--- src/rtl/fetch_pc_ctrl_pkg.sv ---
// Shared types and constants for the fetch/PC controller.
// State encoding, pc_sel codes and the sequential PC increment.
package fetch_pkg;

  typedef enum logic [1:0] {
    ST_IDLE = 2'b00,
    ST_REQ  = 2'b01,
    ST_WAIT = 2'b10,
    ST_BUF  = 2'b11
  } fetch_state_e;

  localparam logic [1:0] SEL_PC4  = 2'b00;
  localparam logic [1:0] SEL_JAL  = 2'b01;
  localparam logic [1:0] SEL_JALR = 2'b10;
  localparam logic [1:0] SEL_BR   = 2'b11;

  localparam logic [31:0] PC_INC = 32'd4;

endpackage

--- src/rtl/fetch_pc_ctrl_pc_target_calc.sv ---
// Combinational redirect target from the pc_sel encoding.
// All sums wrap modulo 2^ADDR_W.
module pc_target_calc
  import fetch_pkg::*;
#(
  parameter int ADDR_W = 32
) (
  input  logic [1:0]        sel,
  input  logic              jump,
  input  logic [ADDR_W-1:0] pc,
  input  logic [ADDR_W-1:0] imm,
  input  logic [ADDR_W-1:0] base_adr,
  output logic [ADDR_W-1:0] target
);

  localparam logic [ADDR_W-1:0] INC = ADDR_W'(PC_INC);

  logic [ADDR_W-1:0] pc_plus_inc;
  logic [ADDR_W-1:0] pc_plus_imm;

  assign pc_plus_inc = pc + INC;
  assign pc_plus_imm = pc + imm;

  always_comb begin
    target = pc_plus_inc;
    unique case (sel)
      SEL_PC4:  target = pc_plus_inc;
      SEL_JAL:  target = pc_plus_imm;
      SEL_JALR: target = base_adr + imm;
      SEL_BR:   target = jump ? pc_plus_imm : pc_plus_inc;
      default:  target = pc_plus_inc;
    endcase
  end

endmodule

--- src/rtl/fetch_pc_ctrl.sv ---
// Instruction fetch sequencer: owns the PC, one outstanding imem request,
// one buffered instruction for decode, redirects from execute.
//
// state   | meaning
// --------+-------------------------------------------------------------
// ST_IDLE | one cycle after reset; latch first fetch address
// ST_REQ  | imem_req high at req_addr_q until granted
// ST_WAIT | request granted, waiting for imem_rvalid
// ST_BUF  | instruction held for decode until consumed or redirected
module fetch_pc_ctrl
  import fetch_pkg::*;
#(
  parameter int                ADDR_W   = 32,
  parameter logic [ADDR_W-1:0] RESET_PC = '0
) (
  input  logic              clk,
  input  logic              rst_n,
  input  logic              redirect_valid,
  input  logic [1:0]        redirect_sel,
  input  logic              redirect_jump,
  input  logic [ADDR_W-1:0] redirect_pc,
  input  logic [ADDR_W-1:0] imm,
  input  logic [ADDR_W-1:0] base_adr,
  input  logic              stall,
  output logic              imem_req,
  output logic [ADDR_W-1:0] imem_addr,
  input  logic              imem_gnt,
  input  logic              imem_rvalid,
  input  logic [31:0]       imem_rdata,
  output logic              inst_valid,
  output logic [31:0]       inst,
  output logic [ADDR_W-1:0] inst_pc,
  output logic [ADDR_W-1:0] inst_pc4
);

  localparam logic [ADDR_W-1:0] INC = ADDR_W'(PC_INC);

  fetch_state_e      state_q, state_d;
  logic [ADDR_W-1:0] pc_q, pc_d;
  logic [ADDR_W-1:0] req_addr_q, req_addr_d;
  logic              squash_q, squash_d;
  logic [31:0]       inst_q, inst_d;
  logic [ADDR_W-1:0] inst_pc_q, inst_pc_d;
  logic [ADDR_W-1:0] target;

  pc_target_calc #(.ADDR_W(ADDR_W)) u_pc_target_calc (
    .sel      (redirect_sel),
    .jump     (redirect_jump),
    .pc       (redirect_pc),
    .imm      (imm),
    .base_adr (base_adr),
    .target   (target)
  );

  always_comb begin
    state_d    = state_q;
    pc_d       = pc_q;
    req_addr_d = req_addr_q;
    squash_d   = squash_q;
    inst_d     = inst_q;
    inst_pc_d  = inst_pc_q;

    if (redirect_valid) pc_d = target;

    unique case (state_q)
      ST_IDLE: begin
        req_addr_d = redirect_valid ? target : pc_q;
        state_d    = ST_REQ;
      end
      ST_REQ: begin
        // The address already on the bus stays; its response gets dropped.
        if (redirect_valid) squash_d = 1'b1;
        if (imem_gnt) state_d = ST_WAIT;
      end
      ST_WAIT: begin
        if (imem_rvalid) begin
          if (squash_q || redirect_valid) begin
            squash_d   = 1'b0;
            req_addr_d = redirect_valid ? target : pc_q;
            state_d    = ST_REQ;
          end else begin
            inst_d    = imem_rdata;
            inst_pc_d = req_addr_q;
            pc_d      = req_addr_q + INC;
            state_d   = ST_BUF;
          end
        end else if (redirect_valid) begin
          squash_d = 1'b1;
        end
      end
      ST_BUF: begin
        if (redirect_valid) begin
          req_addr_d = target;
          state_d    = ST_REQ;
        end else if (!stall) begin
          req_addr_d = pc_q;
          state_d    = ST_REQ;
        end
      end
      default: state_d = ST_IDLE;
    endcase
  end

  always_ff @(posedge clk or negedge rst_n) begin
    if (!rst_n) begin
      state_q    <= ST_IDLE;
      pc_q       <= RESET_PC;
      req_addr_q <= '0;
      squash_q   <= 1'b0;
      inst_q     <= '0;
      inst_pc_q  <= '0;
    end else begin
      state_q    <= state_d;
      pc_q       <= pc_d;
      req_addr_q <= req_addr_d;
      squash_q   <= squash_d;
      inst_q     <= inst_d;
      inst_pc_q  <= inst_pc_d;
    end
  end

  assign imem_req   = (state_q == ST_REQ);
  assign imem_addr  = req_addr_q;
  assign inst_valid = (state_q == ST_BUF);
  assign inst       = inst_q;
  assign inst_pc    = inst_pc_q;
  assign inst_pc4   = inst_pc_q + INC;

endmodule

--- config.mk ---
export PLATFORM = sky130hd
export DESIGN_NAME = fetch_pc_ctrl
export DESIGN_NICKNAME = d
export VERILOG_FILES = /design/src/rtl/fetch_pc_ctrl_pkg.sv /design/src/rtl/fetch_pc_ctrl_pc_target_calc.sv /design/src/rtl/fetch_pc_ctrl.sv
export SDC_FILE = /design/constraint.sdc
export NUM_CORES = 1
export LEC_CHECK = 0
export ABC_AREA = 1
export CORE_ASPECT_RATIO = 1.1
export CORE_MARGIN = 2
export CORE_UTILIZATION = 30
export DETAILED_ROUTE_END_ITERATION = 12
export PLACE_DENSITY = 0.58
export SYNTH_ARGS = -nofsm -noshare
export SYNTH_HDL_FRONTEND = slang
export SYNTH_HIERARCHICAL = 1
export SYNTH_SLANG_ARGS = --single-unit
--- constraint.sdc ---
create_clock -name clk -period 3.8 [get_ports clk]
set_clock_uncertainty 0.2 [all_clocks]
set_input_delay 0.76 -clock clk [delete_from_list [all_inputs] [get_ports clk]]
set_output_delay 0.76 -clock clk [all_outputs]
set_load 0.1 [all_outputs]
==> impl_metrics.csv, run 1 <==
group,metric,value,unit
placed_design,io_buffers,266,
yosys,synth.yosys.warnings,6,
floorplanning,chipHeight,219,um
layout,fin_area,0.0166,mm^2
sta,report.final.setup_viol,0,
clocking,clockBufferDepth,2,
critical_path,crit_type,"reg -> out",
routing,vias,14465,
yosys,ys_types,51,
layout,drive_gt1_frac,0.0991,
floorplanning,fp.dieArea,0.0437,mm^2
placed_design,gp_congestion,0.956,
yosys,async_reset_ff_frac,1.00,
pwr,p_leak,0.00841,uW
clocking,h-tree-depth,4,
clocking,clock_sinks,131,
yosys,yosysMostFrequentCell,"nand2_1",
sta,finalHoldViolCount,0,
global_route,grt_start_max_net_pins,77,
critical_path,crit_required,2.84,ns
status,outcome,"finished, final reports clean",
sta,drv_slew,0,
routing,drt_wl_total,50900,um
global_route,grt_usage,0.231,
clocking,cts_root_buf,"clkbuf_16",
clocking,cts_resized,0,
clocking,cts_tree,"built",
critical_path,worstPathArrival,2.51,ns
sta,fin_crit,3.47,ns
sta,tightest_slew,1.01,ns
clocking,cts.clk_slew.worst_paths,0.06,ns
global_route,overflow,0,
global_route,grt_pass1_wl,77400,um
floorplanning,coreArea,0.0414,mm^2
floorplanning,io-pin-count,267,
floorplanning,start_util,0.305,
sta,finalWorstSetupSlack,0.327,ns
placed_design,place_inst,2919,
min_path,min_path_type,"in -> async",
yosys,synth_top_area_cell,"dfrtp_1",
critical_path,end_kind,"primary output",
routing,wl_per_cell,17.2,um
yosys,synth_top_flop_cell,"dfrtp_1",
critical_path,cp_max_fo,5,
sta,slew_headroom,0.324,
clocking,clkLatencyLatePin,0.42,ns
layout,antennaDiodeCount,0,
routing,drt_iter0_drc,1009,
yosys,yosys-top-cells-count,"nand2_1 (828), inv_1 (264), nor2_1 (172), nand3_1 (163), dfrtp_1 (131)",
job,drv_cap,0,
yosys,synth_edf_count,0,
yosys,seq_area_frac_synth,0.260,
placed_design,place_area,0.0161,mm^2
layout,area_growth,31.6,%
routing,drtPass1Iterations,6,
sta,rsz0062_at_grt,"no",
pwr,power-per-cell-area,721,mW/mm^2
routing,routed_via_density,4.90,
global_route,antenna_found_initial,0,
routing,ant_nets,0,
yosys,synth_cells,2096,
yosys,netlist_area,0.0126,mm^2
critical_path,slowest_stage,"dfrtp_1",
clocking,post-cts-setup-buffers,0,
sta,fin_tns_setup,0,ns
critical_path,worstSetupStartpointType,"register",
yosys,synth.ff_latch_count,131,
yosys,syn_nets,2304,
global_route,grt_pass1_vias,13912,
floorplanning,row_count,78,
clocking,cts_made_buffers,17,
pwr,vdd_drop_max,0.000351,V
yosys,synth_area_leaders,"dfrtp_1 (26%), nand2_1 (25%), inv_1 (7.9%)",
sta,fmax,288,MHz
placed_design,dp_hpwl,42300,um
placed_design,place_ws,-0.0198,ns
yosys,synth_top_area_frac,0.260,
routing,drc_errors,0,
floorplanning,die_w,200,um
yosys,avgSynthCellArea,6.02,um^2
layout,final_cells,2951,
critical_path,slowest_delay,0.47,ns
clocking,hold_buffers,0,
critical_path,path_cells,"nand2_1, nor2_1, nand2_1, nor2_2, nand3_1, nor2_1, xor2_2, buf_4",
sta,final.period_utilization,0.914,
layout,fin_nets,2586,
sta,whs,0.167,ns
where the power goes:
group          switching (uW)  total (uW)  internal, uW
sequential                606        2520          1910
combinational            6230        7960          1730
clock                     636        1500           861
total                    7470       12000          4510
routing by layer:
layer / global-route usage / wire (um) / vias up
met5: 0 / 0 / -
met4: 0.102 / 2130 / 0
met3: 0.0215 / 2860 / 88
met2: 0.391 / 23500 / 536
met1: 0.300 / 22400 / 6604
li1: - / - / 7237
worst max-delay path: cells and delay by family, from the launching register on:
family                    cells  cell delay (ns)
and+or+nand+nor               6             1.20
xor gates and xnor gates      1             0.14
DFF                           1             0.47
buffers and inverters         1             0.30
cell families (layout without fill, tap and decap cells):
group,Yosys count,count (layout),share of synthesized area
AND/OR/NAND/NOR,1297,1297,0.435
buffers and inverters,327,622,0.101
AO/OA/AOI/OAI,230,230,0.105
flip-flops,131,131,0.260
adder cells (fa/ha/maj),71,71,0.0716
XOR/XNOR,40,40,0.0278
state kept, by name, summed over array words and instances, names as in the netlist:
| register | flops |
|---|---|
| squash_q | 1 |
| imem_addr | 32 |
| inst_pc | 32 |
| inst | 32 |
| state_q | 2 |
| pc_q | 32 |
cell usage in the layout (no fill, tap or decap), types with 14 or more instances in the layout:
master           Yosys  routed
clkdlybuf4s50_1      0     187
o21ai_0             86      86
o21bai_1            20      20
nor2_1             172     172
nor3_1              32      32
ha_1                69      69
nand3b_1            14      14
nand2_1            828     828
xor2_1              33      15
xor2_2               0      18
inv_1              264     264
inv_2               20      20
nand4_1             31      31
clkbuf_16            0      17
dfrtp_1            131     131
nand3_1            163     163
buf_4                4     115
a21oi_1             70      70
nor2_2              14      14
per-stage QoR:
stage	util	power, uW
2_1_floorplan	-	8420
3_3_place_gp	0.388	10500
3_5_place_dp	0.388	10500
4_1_cts	0.401	12000
5_1_grt	0.401	12600
6_report	0.401	12000
layout make-up:
class                   instances  area, um^2
multi-input cells            1638        8210
flip-flops and latches        131        3280
clock buffers                  19         453
fillers                      4532       24800
inverters                     284        1070
clock inverters                13        87.6
well taps                     560         701
repair buffers                306        2810
worst paths after layout:
kind,startpoint,endpoint,slack (ns),depth (start not counted)
setup / recovery,inst_pc[6]$_DFFE_PN0P_,inst_pc4[23],0.33,8
hold / removal,rst_n,inst_pc[8]$_DFFE_PN0P_,0.17,1
setup reg to reg,state_q[0]$_DFFE_PN0P_,inst[5]$_DFFE_PN0P_,1.65,8
hold reg to reg,inst[9]$_DFFE_PN0P_,inst[9]$_DFFE_PN0P_,0.27,2
max in group asynchronous,rst_n,imem_addr[21]$_DFFE_PN0P_,2.43,2
min in group clk,inst[9]$_DFFE_PN0P_,inst[9]$_DFFE_PN0P_,0.27,2
Power figures use the tool's default switching activity.
==> inputs of run 2 (changes only) <==
--- a/config.mk
+++ b/config.mk
@@ -5,12 +5,13 @@
 export SDC_FILE = /design/constraint.sdc
 export NUM_CORES = 1
 export LEC_CHECK = 0
-export ABC_AREA = 1
 export CORE_ASPECT_RATIO = 1.1
 export CORE_MARGIN = 2
 export CORE_UTILIZATION = 30
+export CTS_CLUSTER_SIZE = 8
 export DETAILED_ROUTE_END_ITERATION = 12
-export PLACE_DENSITY = 0.58
+export PLACE_DENSITY = 0.59
+export SLEW_MARGIN = 5
 export SYNTH_ARGS = -nofsm -noshare
 export SYNTH_HDL_FRONTEND = slang
 export SYNTH_HIERARCHICAL = 1
==> impl_metrics.csv, run 2 <==
group,metric,value,unit
critical_path,crit_type,"in -> reg",
pwr,seqPwrFrac,0.216,
floorplanning,fp.dieArea,0.0374,mm^2
routing,vias,11483,
floorplanning,io-pin-count,267,
layout,final_util,0.481,
yosys,yosysMostFrequentCell,"nand2_1",
yosys,ys_types,77,
routing,ant_nets,0,
global_route,met3_usage,0.0474,
routing,drtPass1Iterations,5,
yosys,synth_cells,1328,
yosys,synth-compound-area-share,0.195,
clocking,cts_root_buf,"clkbuf_16",
critical_path,slowest_stage,"clkdlybuf4s50_1",
layout,final_cell_mix,"buf_4 (293), nand2_1 (264), clkdlybuf4s50_1 (148)",
sta,slew_headroom,0.311,
global_route,grt_pass1_vias,11684,
yosys,synth_top_flop_cell,"dfrtp_1",
routing,drc_errors,0,
placed_design,dp_hpwl,32000,um
floorplanning,coreArea,0.0352,mm^2
global_route,grt.met2_usage,0.363,
sta,fin_crit,3.67,ns
yosys,synthAdderAreaFrac,0.0839,
placed_design,place_inst,2221,
clocking,cts_tree,"built",
critical_path,slowest_delay,0.53,ns
clocking,h-tree-depth,4,
placed_design,io_buffers,266,
yosys,synth.yosys.warnings,6,
global_route,met1_usage,0.291,
yosys,async_reset_ff_frac,1.00,
clocking,cts_made_buffers,17,
layout,fin_nets,1978,
yosys,synth_xor_area_frac,0.0952,
yosys,avgSynthCellArea,8.11,um^2
clocking,clkLatencyLatePin,0.42,ns
yosys,synth_top_area_frac,0.305,
layout,drive_gt1_frac,0.252,
layout,final_common_cell,"buf_4",
yosys,netlist_area,0.0108,mm^2
layout,n_fill_cell,3388,
job,drv_cap,0,
pwr,sw_frac_of_total,0.583,
yosys,synth_edf_count,0,
routing,routed_via_density,5.07,
yosys,syn_nets,1536,
global_route,overflow,0,
layout,antennaDiodeCount,0,
yosys,synthMuxAreaShare,0.0437,
critical_path,worstSetupStartpointType,"primary input",
layout,final_cells,2264,
sta,fmax,272,MHz
yosys,synth_top_family_by_area,"simple AND/OR/NAND/NOR gates",
status,outcome,"finished, final reports clean",
clocking,clockBufferDepth,2,
critical_path,path_cells,"clkdlybuf4s50_1, ha_4, nor2b_1, a311o_2, a21oi_4, o31a_1, nand2_1, a311oi_2, mux2i_1, o211ai_1, mux2i_1, nand2_1, o31a_1",
pwr,combinationalPowerShare,0.646,
critical_path,worstPathArrival,3.78,ns
pwr,vdd_drop_max,0.000717,V
layout,area_growth,57.4,%
global_route,antenna_found_initial,0,
sta,report.final.setup_viol,0,
pwr,internal_power,5320,uW
routing,drt_wl_total,40700,um
clocking,cts.clk_slew.worst_paths,0.06,ns
min_path,min_path_type,"in -> async",
pwr,switching_power,7430,uW
placed_design,gp_congestion,0.935,
floorplanning,die_w,185,um
clocking,clock_sinks,131,
sta,final.period_utilization,0.967,
layout,multiInputGateArea,0.00790,mm^2
yosys,seq_area_frac_synth,0.305,
global_route,grt_start_max_net_pins,80,
floorplanning,start_util,0.306,
global_route,grt_busiest_layer,"met2",
critical_path,crit_required,3.91,ns
floorplanning,row_count,72,
global_route,grt_usage,0.219,
global_route,grt_pass1_wl,64400,um
critical_path,path_buf_inv,1,
sta,finalHoldViolCount,0,
yosys,synth.ff_latch_count,131,
sta,tightest_slew,1.03,ns
critical_path,cp_top_family,"compound AO/OA/AOI/OAI gates",
sta,rsz0062_at_grt,"yes",
critical_path,cp_max_fo,4,
layout,regArea,0.00328,mm^2
routing,drt_iter0_drc,567,
yosys,synth_top_area_cell,"dfrtp_1",
routing,wl_per_cell,18.0,um
critical_path,end_kind,"register",
floorplanning,chipHeight,203,um
pwr,p_clk_frac,0.138,
yosys,synthSimpleGateAreaFrac,0.240,
sta,drv_slew,0,
pwr,p_leak,0.00787,uW
clocking,hold_buffers,0,
yosys,synth_area_leaders,"dfrtp_1 (30%), nand2_1 (9.2%), ha_1 (8.0%)",
yosys,yosys-top-cells-count,"nand2_1 (265), dfrtp_1 (131), nor2_1 (96), a21oi_1 (89)",
pwr,power-per-cell-area,752,mW/mm^2
run 2: cell count changes after synthesis, moves of 24 or more:
cell and delta:
a211oi_1 +30, and3_1 +24, clkbuf_1 +25, inv_1 -233, mux2i_1 +47, nand2_1 -563
nand3_1 -125, nor2_1 -76, o21ai_0 -48, xnor2_1 +62
run 2: repair_timing:
item / in CTS / in global routing
setup endpoints to repair: 18 / 29
setup buffers: 4 / 7
pin swaps: 24 / 36
resized for setup: 26 / 65
endpoints found under the hold margin: 0 / 0
run 2: worst register-to-register path: cells and delay by family, from the launching register on:
| family | cells | cell delay [ns] |
|---|---|---|
| simple gates | 3 | 0.93 |
| buf+inv | 2 | 0.46 |
| flops | 1 | 0.41 |
| fa+ha+maj | 1 | 0.36 |
| compound gates | 1 | 0.06 |
run 2: layout make-up:
cell class | count | share of cell area
sequential | 131 | 0.194
clock buffer | 20 | 0.0264
timing repair buffer | 489 | 0.261
clock inverter | 12 | 0.0106
tap | 481 | 0.0355
multi-input combinational | 1100 | 0.466
inverter | 31 | 0.00687
run 2: power groups by stage:
stage / clock, uW / combinational, uW / sequential (uW)
after floorplan: 0 / 2980 / 5530
after global placement: 0 / 8150 / 2740
after detailed placement: 0 / 8170 / 2760
after CTS: 1800 / 8220 / 2760
after global routing: 1860 / 8640 / 2840
final: 1760 / 8240 / 2750
run 2: worst paths after layout:
path,cells past startpoint,end,from,slack (ns)
max in group asynchronous,2,imem_addr[8]$_DFFE_PN0P_,rst_n,2.45
setup / recovery,13,pc_q[27]$_DFF_PN0_,redirect_pc[4],0.13
hold / removal,1,inst_pc[23]$_DFFE_PN0P_,rst_n,0.15
min in group clk,2,inst[27]$_DFFE_PN0P_,inst[27]$_DFFE_PN0P_,0.27
hold reg to reg,2,inst[27]$_DFFE_PN0P_,inst[27]$_DFFE_PN0P_,0.27
setup reg to reg,7,pc_q[31]$_DFF_PN0_,state_q[0]$_DFFE_PN0P_,1.25
run 2: cells by family (layout without fill, tap and decap cells):
| logic type | count (synthesis) | after routing |
|---|---|---|
| compound gates | 310 | 310 |
| buf+inv | 97 | 552 |
| flops | 131 | 131 |
| xor+xnor | 117 | 117 |
| mux | 47 | 47 |
| simple gates | 555 | 555 |
| fa+ha+maj | 71 | 71 |
run 2: stage by stage:
step                      cell area, um^2  total power, uW  setup slack, ns  TNS (ns)  hold WS, ns
final                               16900            12800            0.126         0        0.150
after global routing                16900            13300          -0.0221   -0.0532        0.216
after CTS                           16500            12800          -0.0234   -0.0234        0.187
after detailed placement            15800            10900           -0.691    -16.04        0.261
after global placement              15800            10900           -0.627    -14.96        0.257
after floorplan                     11100             8510           -0.278    -0.782        0.264
run 2: per-layer routing:
metal | wire length [um] | part of all wire
met1 | 18300 | 0.45
met2 | 19000 | 0.47
met4 | 736 | 0.018
met3 | 2620 | 0.064
met5 | 0 | 0
==> inputs of run 3 (changes only) <==
--- a/config.mk
+++ b/config.mk
@@ -5,9 +5,11 @@
 export SDC_FILE = /design/constraint.sdc
 export NUM_CORES = 1
 export LEC_CHECK = 0
+export ABC_AREA = 0
 export CORE_ASPECT_RATIO = 1.1
 export CORE_MARGIN = 2
 export CORE_UTILIZATION = 30
+export CTS_BUF_LIST = sky130_fd_sc_hd__clkbuf_4
 export CTS_CLUSTER_SIZE = 8
 export DETAILED_ROUTE_END_ITERATION = 12
 export PLACE_DENSITY = 0.59
==> impl_metrics.csv, run 3 (synthesized netlist as in run 2, its figures left out) <==
group,metric,value,unit
clocking,clockBufferDepth,2,
sta,report.final.setup_viol,0,
floorplanning,chipHeight,203,um
global_route,antenna_found_initial,1,
routing,vias,11496,
global_route,grt_pass1_vias,11652,
layout,regArea,0.00328,mm^2
clocking,cts_made_buffers,17,
layout,multiInputGateArea,0.00766,mm^2
placed_design,place_area,0.0158,mm^2
sta,fin_crit,3.72,ns
sta,drv_slew,0,
placed_design,io_buffers,266,
floorplanning,coreArea,0.0352,mm^2
critical_path,ff2ff_path_depth,7,
routing,ant_nets,0,
placed_design,place_inst,2221,
floorplanning,fp.dieArea,0.0374,mm^2
layout,final_cell_mix,"buf_4 (286), nand2_1 (265), clkdlybuf4s50_1 (170)",
clocking,clkLatencyLatePin,0.58,ns
sta,rsz0062_at_grt,"yes",
floorplanning,start_util,0.306,
pwr,power-per-cell-area,738,mW/mm^2
routing,routed_via_density,5.09,
routing,wl_per_cell,18.0,um
layout,n_fill_cell,3432,
critical_path,worstPathArrival,4.01,ns
routing,drtPass1Iterations,4,
critical_path,slowest_delay,0.45,ns
critical_path,path_depth,13,
sta,slew_headroom,0.306,
layout,fin_nets,1971,
status,outcome,"finished, final reports clean",
critical_path,slowest_stage,"clkdlybuf4s50_1",
layout,final_common_cell,"buf_4",
sta,fmax,269,MHz
layout,drive_gt1_frac,0.232,
floorplanning,io-pin-count,267,
layout,area_growth,51.6,%
global_route,grt_start_max_net_pins,80,
critical_path,crit_type,"in -> reg",
routing,drt_iter0_drc,658,
sta,tightest_slew,1.04,ns
min_path,hold_depth,2,
placed_design,dp_hpwl,32000,um
global_route,grt_usage,0.219,
critical_path,end_kind,"register",
floorplanning,die_w,185,um
routing,drt_wl_total,40600,um
critical_path,crit_required,4.09,ns
placed_design,gp_congestion,0.935,
critical_path,path_cells,"clkdlybuf4s50_1, ha_1, a21oi_1, nor2b_1, a311o_2, a41oi_1, o311a_1, o31ai_2, a31oi_1, xor2_1, o211ai_1, mux2i_1, a211oi_1",
routing,drc_errors,0,
global_route,grt_pass1_wl,64400,um
sta,final.period_utilization,0.978,
min_path,min_path_type,"reg -> reg",
critical_path,path_buf_inv,1,
critical_path,cp_top_family,"compound AO/OA/AOI/OAI gates",
clocking,clock_sinks,131,
min_path,worstHoldStart,"inst[27]$_DFFE_PN0P_",
sta,fin_tns_setup,0,ns
clocking,cts.clk_slew.worst_paths,0.13,ns
layout,final_cells,2258,
pwr,vdd_drop_max,0.000688,V
pwr,p_leak,0.00750,uW
sta,finalHoldViolCount,0,
clocking,cts_tree,"built",
sta,whs,0.286,ns
global_route,overflow,0,
job,drv_cap,0,
clocking,cts_root_buf,"clkbuf_4",
critical_path,r2r-start,"state_q[0]$_DFFE_PN0P_",
layout,fin_area,0.0163,mm^2
critical_path,worstSetupStartpointType,"primary input",
clocking,h-tree-depth,4,
critical_path,cp_max_fo,4,
floorplanning,row_count,72,
critical_path,startpoint,"imm[1]",
run 3: cell types whose count changed in the layout (fill, tap and decap cells not counted), sizes merged:
cell	delta
dlygate4sd3	+1
buf	-8
diode	+1
clkinv	+1
dlymetal6s2s	-19
clkbuf	-1
dlygate4sd2	-3
clkdlybuf4s50	+22
run 3: per-layer routing:
metal / vias to the layer above / GRT usage / part of all wire
li1: 5643 / - / -
met4: 0 / 0.0509 / 0.014
met3: 30 / 0.0518 / 0.062
met1: 5475 / 0.289 / 0.46
met5: - / 0 / 0
met2: 348 / 0.363 / 0.47
run 3: layout make-up:
cell class	instances	area share
Sequential cell	131	0.201
Timing Repair Buffer	482	0.265
Clock inverter	13	0.0113
Multi-Input combinational cell	1100	0.470
Tap cell	481	0.0369
Antenna cell	1	0.000153
Inverter	31	0.00713
Clock buffer	19	0.00874
run 3: final timing paths:
kind                       slack, ns                        end
max in group asynchronous       2.04  imem_addr[14]$_DFFE_PN0P_
min                             0.29       inst[27]$_DFFE_PN0P_
max reg2reg                     1.26         pc_q[31]$_DFF_PN0_
min reg2reg                     0.29       inst[27]$_DFFE_PN0P_
min in group asynchronous       0.56    inst_pc[23]$_DFFE_PN0P_
max                             0.08         pc_q[21]$_DFF_PN0_
run 3: worst reg2reg max path, cell delays in order (launching register included):
cell,delay (ns)
dfrtp_1,0.44
inv_1,0.09
ha_1,0.36
nor4bb_4,0.41
buf_12,0.37
nand2_1,0.22
nor4_1,0.28
a221oi_2,0.06
run 3: timing repair:
item | CTS | global route
setup endpoints to repair | 2 | 16
cloned | 0 | 0
hold buffers | 1 | 0
pin swaps | 0 | 19
gates resized for setup | 2 | 28
endpoints found under the hold margin | 43 | 0
buffers inserted | 0 | 3
run 3: through the flow:
step,setup WS [ns],total power (uW),utilization
finish,0.0842,12000,0.463
detailed placement,-0.691,10900,0.448
CTS,0.0121,12100,0.458
global route,-0.00840,12600,0.463
global placement,-0.627,10900,0.448
floorplan,-0.278,8510,-
run 3: power by group:
part	switching [uW]	total [uW]	internal, uW
sequential	838	2740	1900
clock	566	1100	536
combinational	5930	8200	2270
total	7330	12000	4710
